### src/rtl/grouper_rr_scheduler.sv
// Round-robin scheduler that time-shares one serial-to-parallel grouper between
// NUM_REQ bit-stream requesters and returns each finished group tagged with its source.
module grouper_rr_scheduler #(
    parameter int NUM_REQ      = 4,
    parameter int SRC_W        = 2,
    parameter int GROUP_SIZE   = 16,
    parameter int CNT_W        = 5,
    parameter int LOAD_TIMEOUT = 4
) (
    input  logic                  clock,
    input  logic                  reset,
    input  logic [NUM_REQ-1:0]    req,
    input  logic [NUM_REQ-1:0]    req_bit,
    input  logic [NUM_REQ-1:0]    req_bit_valid,
    output logic [NUM_REQ-1:0]    grant,
    output logic [NUM_REQ-1:0]    req_bit_ack,
    output logic                  grp_clear,
    output logic                  grp_enable,
    output logic                  grp_element,
    input  logic                  grp_loaded,
    input  logic [GROUP_SIZE-1:0] grp_group,
    output logic                  out_valid,
    input  logic                  out_ready,
    output logic [GROUP_SIZE-1:0] out_data,
    output logic [SRC_W-1:0]      out_src,
    output logic                  err_timeout,
    output logic [2:0]            dbgState
);
    // Output handshake: a group transfers on a cycle where out_valid and out_ready
    // are both high; until then out_valid, out_data and out_src stay unchanged.

    localparam int TO_W = $clog2(LOAD_TIMEOUT + 1);

    typedef enum logic [2:0] {
        IDLE      = 3'd0,
        CLEAR     = 3'd1,
        SHIFT     = 3'd2,
        WAIT_LOAD = 3'd3,
        PRESENT   = 3'd4
    } stateT;

    stateT            state;
    stateT            nextState;
    logic [SRC_W-1:0] rrPtr;
    logic [SRC_W-1:0] winner;
    logic [SRC_W-1:0] cand;
    logic             found;
    logic [CNT_W-1:0] bitCnt;
    logic [TO_W-1:0]  toCnt;
    logic             accept;

    assign dbgState = state;

    // Rotating priority: search starts one past the last winner and wraps.
    always_comb begin
        winner = rrPtr;
        found  = 1'b0;
        cand   = '0;
        for (int k = 1; k <= NUM_REQ; k++) begin
            cand = SRC_W'((int'(rrPtr) + k) % NUM_REQ);
            if (!found && req[cand]) begin
                winner = cand;
                found  = 1'b1;
            end
        end
    end

    always_comb begin
        nextState   = state;
        grp_clear   = 1'b0;
        grp_enable  = 1'b0;
        grp_element = 1'b0;
        req_bit_ack = '0;
        accept      = 1'b0;
        case (state)
            IDLE: begin
                if (|req) nextState = CLEAR;
            end
            CLEAR: begin
                grp_clear = 1'b1;
                nextState = SHIFT;
            end
            SHIFT: begin
                accept      = req_bit_valid[out_src];
                grp_enable  = accept;
                grp_element = accept & req_bit[out_src];
                req_bit_ack = accept ? (NUM_REQ'(1) << out_src) : '0;
                if (accept && bitCnt == CNT_W'(GROUP_SIZE - 1)) nextState = WAIT_LOAD;
            end
            WAIT_LOAD: begin
                if (grp_loaded) nextState = PRESENT;
                else if (toCnt == TO_W'(LOAD_TIMEOUT - 1)) nextState = IDLE;
            end
            PRESENT: begin
                if (out_ready) nextState = IDLE;
            end
            default: nextState = IDLE;
        endcase
    end

    always_ff @(posedge clock or posedge reset) begin
        if (reset) state <= IDLE;
        else       state <= nextState;
    end

    always_ff @(posedge clock or posedge reset) begin
        if (reset) begin
            rrPtr       <= SRC_W'(NUM_REQ - 1);
            grant       <= '0;
            out_src     <= '0;
            out_data    <= '0;
            out_valid   <= 1'b0;
            err_timeout <= 1'b0;
            bitCnt      <= '0;
            toCnt       <= '0;
        end else begin
            case (state)
                IDLE: begin
                    if (|req) begin
                        grant   <= NUM_REQ'(1) << winner;
                        out_src <= winner;
                        rrPtr   <= winner;
                    end
                end
                CLEAR: begin
                    bitCnt <= '0;
                end
                SHIFT: begin
                    toCnt <= '0;
                    if (accept) bitCnt <= bitCnt + 1'b1;
                end
                WAIT_LOAD: begin
                    if (grp_loaded) begin
                        out_data  <= grp_group;
                        grant     <= '0;
                        out_valid <= 1'b1;
                    end else if (toCnt == TO_W'(LOAD_TIMEOUT - 1)) begin
                        err_timeout <= 1'b1;
                        grant       <= '0;
                    end else begin
                        toCnt <= toCnt + 1'b1;
                    end
                end
                PRESENT: begin
                    if (out_ready) out_valid <= 1'b0;
                end
                default: ;
            endcase
        end
    end

endmodule

### config.mk
export PLATFORM = sky130hd
export DESIGN_NAME = grouper_rr_scheduler
export DESIGN_NICKNAME = d
export VERILOG_FILES = /design/src/rtl/grouper_rr_scheduler.sv
export SDC_FILE = /design/constraint.sdc
export NUM_CORES = 1
export LEC_CHECK = 0
export CORE_MARGIN = 10
export CORE_UTILIZATION = 40
export CTS_CLUSTER_DIAMETER = 200
export DETAILED_ROUTE_END_ITERATION = 7
export PLACE_DENSITY = 0.74
export SETUP_SLACK_MARGIN = 0.3
export SYNTH_ARGS = -nofsm -noshare
export SYNTH_HDL_FRONTEND = slang
export SYNTH_SLANG_ARGS = --single-unit
### constraint.sdc
create_clock -name clock -period 1.91 [get_ports clock]
set_input_delay 0.382 -clock clock [delete_from_list [all_inputs] [get_ports clock]]
set_output_delay 0.382 -clock clock [all_outputs]
set_load 0.05 [all_outputs]
==> reports/metrics.cfg, run 1 <==
[run_status]
status=complete, but fails checks
violated_checks=negative setup slack

[timing]
finalHoldViolations=0
setup_violations=5
maxClockFrequency_ghz=0.499
finalCriticalPeriod_ns=2.01
maxSlewHeadroom_pct=65.1
tightest_slew_ns=0.522
rsz0062_at_grt=yes
finalClockSkew_ns=0.00334
min_period_over_period_pct=105
postLayoutSetupSlackWorst_ns=-0.0956
slew_viol_final=0

[cells_and_area]
diodes=0
sequential_cell_area_sq_um=933
fin_nets=278
final_layout_size_suffix_gt1_share_pct=47.3
multi_input_area_sq_um=931
layout-area-overhead-vs-synth_pct=65.6
stdcell_area_sq_mm=0.00293
final.fill_count=345

[critical_path]
crit-reg2reg-capture=toCnt[0]
timing.critical_path.arrival_ns=1.62
timing.rr.start=toCnt[0]
worst_reg_to_reg_path_cell_count=6
cp_slowest_cell=or3_4
critPathRequiredTime_ns=1.53
timing.critical_path.fanout_max=3
ff2ff_setup_slack_ns=0.33
setup.worst_path.class=flop to output pin
crit_path_max_incr_delay_ns=0.41
critical_path.cell_chain=inv_2 > or3_4 > nor4b_4 > buf_12
start_kind=flop
timing.critical_path.to_type=output pin

[global_routing]
grt_remaining_overflow=0
grt_start_max_net_pins=25
grt.total_usage_pct=12.7
antenna_found_initial=0
first_pass_grt_wire_length_mm=7.67
grt_pass1_vias=1636

[synthesis]
synth.ff_latch_count=37
ys_top_cells_by_area=dfrtp_1, mux2_2, dfstp_2, ha_1, nand2_1
postSynthCellCount=151
synth.lib_cells_used.distinct=41
synth-compound-area-share_pct=11.9
yosys.area_share.simple_pct=13.5
synth_area_leader_cell=dfrtp_1
postSynth.asyncResetShare_pct=100
synthAdderAreaFrac_pct=2.83
post_synth_instance_area_sq_mm=0.00177
syn-mean-instance-area_sq_um=11.7
synth_xor_area_share_pct=0.495
synth_flop_cell=dfrtp_1
yosysTopAreaCellShare_pct=49.5
synth_mux_area_share_pct=14.1
synth_top_family_by_area=multiplexers
seq_area_frac_synth_pct=52.5
yosysWarnings=0
syn-num-nets=187
synth_enable_flop_cells=0

[clock_tree]
clkLatencyLatePin_ns=0.28
numCtsBuffers=5
clockBufferDepth=2
cts_max_level=2
tritoncts_num_sinks=37
buffer_cell_driving_the_clock_tree_root=clkbuf_8
path_clk_slew_ns=0.07
cts_tree=done

[floorplanning]
die-area_sq_mm=0.00748
chipHeight_um=86.5
core_area_sq_mm=0.00432
initial_utilization_pct=40.9
boundary_pin_count=66
row_count=24
horizontal_die_dimension_um=86.5

[detailed_routing]
final_antenna_net_count=0
count_of_tritonroute_iterations_in_the_first_routing_pass=5
route.final.wire_length_mm=4.81
route.detailed.vias_per_inst=5.23
route.detailed.wl_per_inst_um=16.3
first_iter_violations=47
detailroute.via_count=1542
post-route-drc-count=0

[power_and_ir_drop]
p_leak_nw=1.34
report.power.total_w=0.00531
power_density_mw_per_mm2=1810
power.ir.vdd_worst_uv=1010

[run]
drv_cap=0

[placement]
post_dp_cell_area_sq_mm=0.00263
portBuffers=65
preCtsSetupSlack_ns=-0.191
place_hpwl_mm=3.64
routabilityCongestion=0.796

[hold_path]
timing.hold.worst.class=input port to asynchronous set/reset pin

[how the worst max path moves through the flow]
stage / endpoint / cells after the start / slack (ns) / startpoint
after global routing: req_bit_ack[0] / 4 / -0.16 / dbgState[1]
after floorplan: req_bit_ack[0] / 4 / -0.33 / dbgState[0]
after CTS: req_bit_ack[0] / 4 / -0.15 / dbgState[1]
after detailed placement: grp_element / 4 / -0.19 / req_bit_valid[0]
final: req_bit_ack[0] / 4 / -0.1 / dbgState[1]
after global placement: grp_element / 4 / -0.14 / req_bit_valid[3]
[cells in the mapped netlist, types with 2 or more instances]
| cell type | number |
|---|---|
| a21o_1 | 3 |
| a21oi_1 | 3 |
| a22o_1 | 3 |
| a32o_1 | 2 |
| and3_1 | 4 |
| buf_6 | 2 |
| clkbuf_1 | 2 |
| dfrtp_1 | 35 |
| dfstp_2 | 2 |
| ha_1 | 4 |
| inv_1 | 7 |
| mux2_2 | 16 |
| mux2i_1 | 2 |
| nand2_1 | 13 |
| nand2b_1 | 3 |
| nand3_1 | 6 |
| nor2_1 | 8 |
| nor3_1 | 4 |
| nor3b_1 | 2 |
| o21ai_0 | 7 |
| o41ai_1 | 2 |
| or3_1 | 2 |
[registers in the layout, summed over array words and instances (netlist names), 2 cells and up]
signal    flops
out_data     16
bitCnt        5
grant         4
dbgState      3
toCnt         3
out_src       2
rrPtr         2
[repair_timing]
| item | in CTS | in global routing |
|---|---|---|
| gates resized for setup | 23 | 25 |
| hold buffers | 0 | 0 |
| setup endpoints to repair | 27 | 15 |
| buffers inserted | 4 | 7 |
| pin swaps | 7 | 11 |
[cells by family after synthesis]
group,Yosys count
simple gates,47
xor+xnor,1
mux,20
compound gates,28
buf+inv,14
fa+ha+maj,4
flops,37
[layer usage]
| metal | up-vias | track usage (%) | share of wire (%) |
|---|---|---|---|
| li1 | 732 | - | - |
| met1 | 741 | 14.1 | 40 |
| met2 | 65 | 19.6 | 47 |
| met3 | 4 | 8.26 | 12 |
| met4 | 0 | 3.53 | 0.81 |
| met5 | - | 0 | 0 |
[where the power goes]
| part | switching [W] | internal (W) |
|---|---|---|
| logic | 0.00199 | 0.00142 |
| registers | 0.000238 | 0.00114 |
| clock network | 0.000268 | 0.000253 |
| total | 0.00249 | 0.00282 |
[critical path, delay by kind of cell, from the launching register on]
family                 cells  cell delay, ns
buffers and inverters      2            0.22
and+or+nand+nor            2            0.72
DFF                        1            0.39
[area by class of cell]
cell class | count | share of cell area, %
clock inverters | 2 | 0.342
well taps | 52 | 2.22
inverters | 7 | 1.07
flip-flops and latches | 37 | 31.9
multi-input cells | 100 | 31.8
clock buffers | 6 | 2.48
repair buffers | 91 | 30.2
[stage by stage]
step                cells  hold slack [ns]  TNS, ns  util, %
finish                295            0.423   -0.252     67.7
global route          295            0.458   -0.577     67.7
CTS                   288            0.441   -0.455     64.1
detailed placement    276            0.445   -0.629     60.8
global placement      276            0.447   -0.345     60.8
floorplan             151            0.462   -0.779        -
[cell usage in the layout, fill, tap and decap left out, types with 4 or more instances in the layout]
| cell type | n |
|---|---|
| clkdlybuf4s50_1 | 27 |
| buf_6 | 7 |
| nand3_2 | 4 |
| dfrtp_2 | 4 |
| inv_1 | 4 |
| buf_4 | 39 |
| nor2_1 | 7 |
| nand2_1 | 10 |
| buf_12 | 7 |
| dfrtp_1 | 31 |
| clkbuf_8 | 5 |
| dlygate4sd2_1 | 10 |
| mux2_2 | 16 |
| o21ai_1 | 4 |
No activity file was read; power rests on OpenSTA's default activity.
==> run 2: changes to the inputs <==
Settings changed: CORE_UTILIZATION 40 to 44, PLACE_DENSITY 0.74 to 0.81.
==> reports/metrics.cfg, run 2 (synthesized netlist as in run 1, its figures left out) <==
[critical_path]
timing.critical_path.to_type=output pin
timing.critical_path.arrival_ns=1.60  ; -0.02 ns
startpoint=dbgState[0]
setup.worst_path.class=flop to output pin
cp_slowest_cell=dfrtp_2
start_kind=flop
critPathRequiredTime_ns=1.53  ; about the same
critical_path.cell_chain=or3_4 > nor4b_4 > buf_12
crit_path_max_incr_delay_ns=0.44  ; +0.03 ns
timing.rr.start=dbgState[1]
timing.critical_path.fanout_max=4  ; +1

[run_status]
violated_checks=negative setup slack
status=complete, but fails checks

[clock_tree]
tritoncts_num_sinks=37  ; unchanged
clockBufferDepth=2  ; unchanged
numCtsBuffers=5  ; unchanged
cts_max_level=2  ; unchanged
buffer_cell_driving_the_clock_tree_root=clkbuf_8
cts_tree=done
path_clk_slew_ns=0.07  ; about the same
hold_buffers=0  ; unchanged
clkLatencyLatePin_ns=0.28  ; about the same

[detailed_routing]
route.detailed.vias_per_inst=5.36  ; +2.5%
route.detailed.wl_per_inst_um=18.7  ; +14%
count_of_tritonroute_iterations_in_the_first_routing_pass=4  ; -1
post-route-drc-count=0  ; unchanged
final_antenna_net_count=0  ; unchanged
route.final.wire_length_mm=5.51  ; +14%
first_iter_violations=77  ; +64%
detailroute.via_count=1580  ; +2.5%

[global_routing]
grt_start_max_net_pins=19  ; -24%
grt_pass1_vias=1716  ; +4.9%
antenna_found_initial=0  ; unchanged
first_pass_grt_wire_length_mm=8.37  ; +9.2%
grt.total_usage_pct=14.2  ; +1.5 points
grt_remaining_overflow=0  ; unchanged

[cells_and_area]
final.fill_count=232  ; -33%
fin_nets=282  ; +1.4%
layout_top_registers=out_data (16), bitCnt (5), grant (4)
largest_register_ffs=16  ; unchanged
max_flop_register=out_data
layout-area-overhead-vs-synth_pct=65.7  ; about the same
most-common-layout-cells=buf_4, dfrtp_1, clkdlybuf4s50_1
final_core_utilization_pct=77.7  ; +10 points
diodes=0  ; unchanged
layout.cells.most_common=buf_4
final_layout_size_suffix_gt1_share_pct=44.5  ; -2.8 points

[power_and_ir_drop]
power_density_mw_per_mm2=1850  ; +2.3%
combPwrFrac_pct=64.9  ; +0.7 points
total_switching_power_w=0.00258  ; +3.7%
p_leak_nw=1.40  ; +4.8%
sw_frac_of_total_pct=47.5  ; +0.57 points
power_frac_seq_pct=25.5  ; -0.5 points
power.ir.vdd_worst_uv=1100  ; +9.7%
clock_power_share_pct=9.5  ; -0.3 points
intPower_w=0.00285  ; +1.3%

[timing]
maxClockFrequency_ghz=0.505  ; +1.4%
rsz0062_at_grt=yes
maxSlewHeadroom_pct=65.0  ; -0.19 points
tightest_slew_ns=0.528  ; +0.00559 ns
slew_viol_final=0  ; unchanged
finalHoldViolations=0  ; unchanged
setup_violations=4  ; -1
finalCriticalPeriod_ns=1.98  ; -0.0269 ns
min_period_over_period_pct=104  ; -1.4 points
postLayoutSetupSlackWorst_ns=-0.0687  ; +0.0269 ns
totalNegativeSetupSlack_ns=-0.147  ; +0.105 ns
finalClockSkew_ns=0.00769  ; +0.00435 ns

[placement]
routabilityCongestion=0.861  ; +8.1%
portBuffers=65  ; unchanged
place_hpwl_mm=3.85  ; +5.9%

[floorplanning]
die-area_sq_mm=0.00695  ; -7.0%
boundary_pin_count=66  ; unchanged
row_count=22  ; -8.3%
initial_utilization_pct=46.9  ; +6.0 points
horizontal_die_dimension_um=83.4  ; -3.6%
core_area_sq_mm=0.00377  ; -13%
chipHeight_um=83.4  ; -3.6%

[hold_path]
timing.hold.worst.class=input port to asynchronous set/reset pin

[run]
drv_cap=0  ; unchanged

-- run 2: cell types whose count changed in the layout (fill, tap and decap cells not counted), moves of 2 or more --
cell	before	now
dlymetal6s2s_1	0	5
nand3_1	1	4
clkbuf_1	1	3
o21ai_0	2	4
clkinv_2	2	0
buf_12	7	5
dlygate4sd2_1	10	15
nand3_2	4	1
clkdlybuf4s50_1	27	21
o21ai_1	4	2
-- run 2: timing repair --
action | in CTS | in global routing
endpoints found under the setup margin | 46 | 33
cloned | 2 | 0
setup buffers | 10 | 7
pin swaps | 7 | 11
gates resized for setup | 33 | 23
-- run 2: metal layers --
layer  GRT usage (%)  up-vias  part of all wire, %
met4            4.00        0                 0.65
met5               0        -                    0
li1                -      733                    -
met3            6.74        5                  9.5
met2            23.7       78                   51
met1            15.6      764                   39
-- run 2: worst paths after layout --
path	end	slack [ns]	cells after the start
max	req_bit_ack[0]	-0.07	3
min in group clock	err_timeout	0.48	1
min	out_valid	0.41	2
min reg2reg	err_timeout	0.48	1
max reg2reg	grant[3]	0.11	7
max in group asynchronous	out_data[4]	0.90	3
-- run 2: metrics by stage --
step / setup slack, ns / std cells / hold WS (ns) / total power, W / instance area [sq um]
2_1_floorplan: -0.327 / 151 / 0.462 / 0.00350 / 1870
3_3_place_gp: -0.167 / 268 / 0.445 / 0.00433 / 2580
3_5_place_dp: -0.191 / 268 / 0.463 / 0.00444 / 2580
4_1_cts: -0.121 / 288 / 0.424 / 0.00513 / 2790
5_1_grt: -0.0959 / 295 / 0.443 / 0.00571 / 2930
6_report: -0.0687 / 295 / 0.411 / 0.00544 / 2930
-- run 2: power groups by stage --
stage,clock (W),combinational [W],sequential (W)
floorplan,0,0.00125,0.00225
global placement,0,0.00295,0.00138
detailed placement,0,0.00303,0.00141
CTS,0.000525,0.00323,0.00138
global route,0.000563,0.00371,0.00143
finish,0.000519,0.00353,0.00139
-- run 2: worst max-delay path: cells and delay by family (launching register included) --
| kind | cells | cell delay, ns |
|---|---|---|
| and+or+nand+nor | 2 | 0.70 |
| DFF | 1 | 0.44 |
| buffers and inverters | 1 | 0.18 |
-- run 2: area by class of cell --
type | instances | area (sq um) | area share (%)
repair buffers | 93 | 895 | 30.5
inverters | 7 | 31.3 | 1.07
well taps | 48 | 60.1 | 2.05
multi-input cells | 102 | 931 | 31.8
flip-flops and latches | 37 | 933 | 31.9
clock buffers | 8 | 80.1 | 2.73
==> run 3: changes to the inputs <==
Settings changed: CTS_CLUSTER_SIZE set to 12.
==> results of run 3 <==
No change in the layout: final DEF, timing and power equal those of run 2.
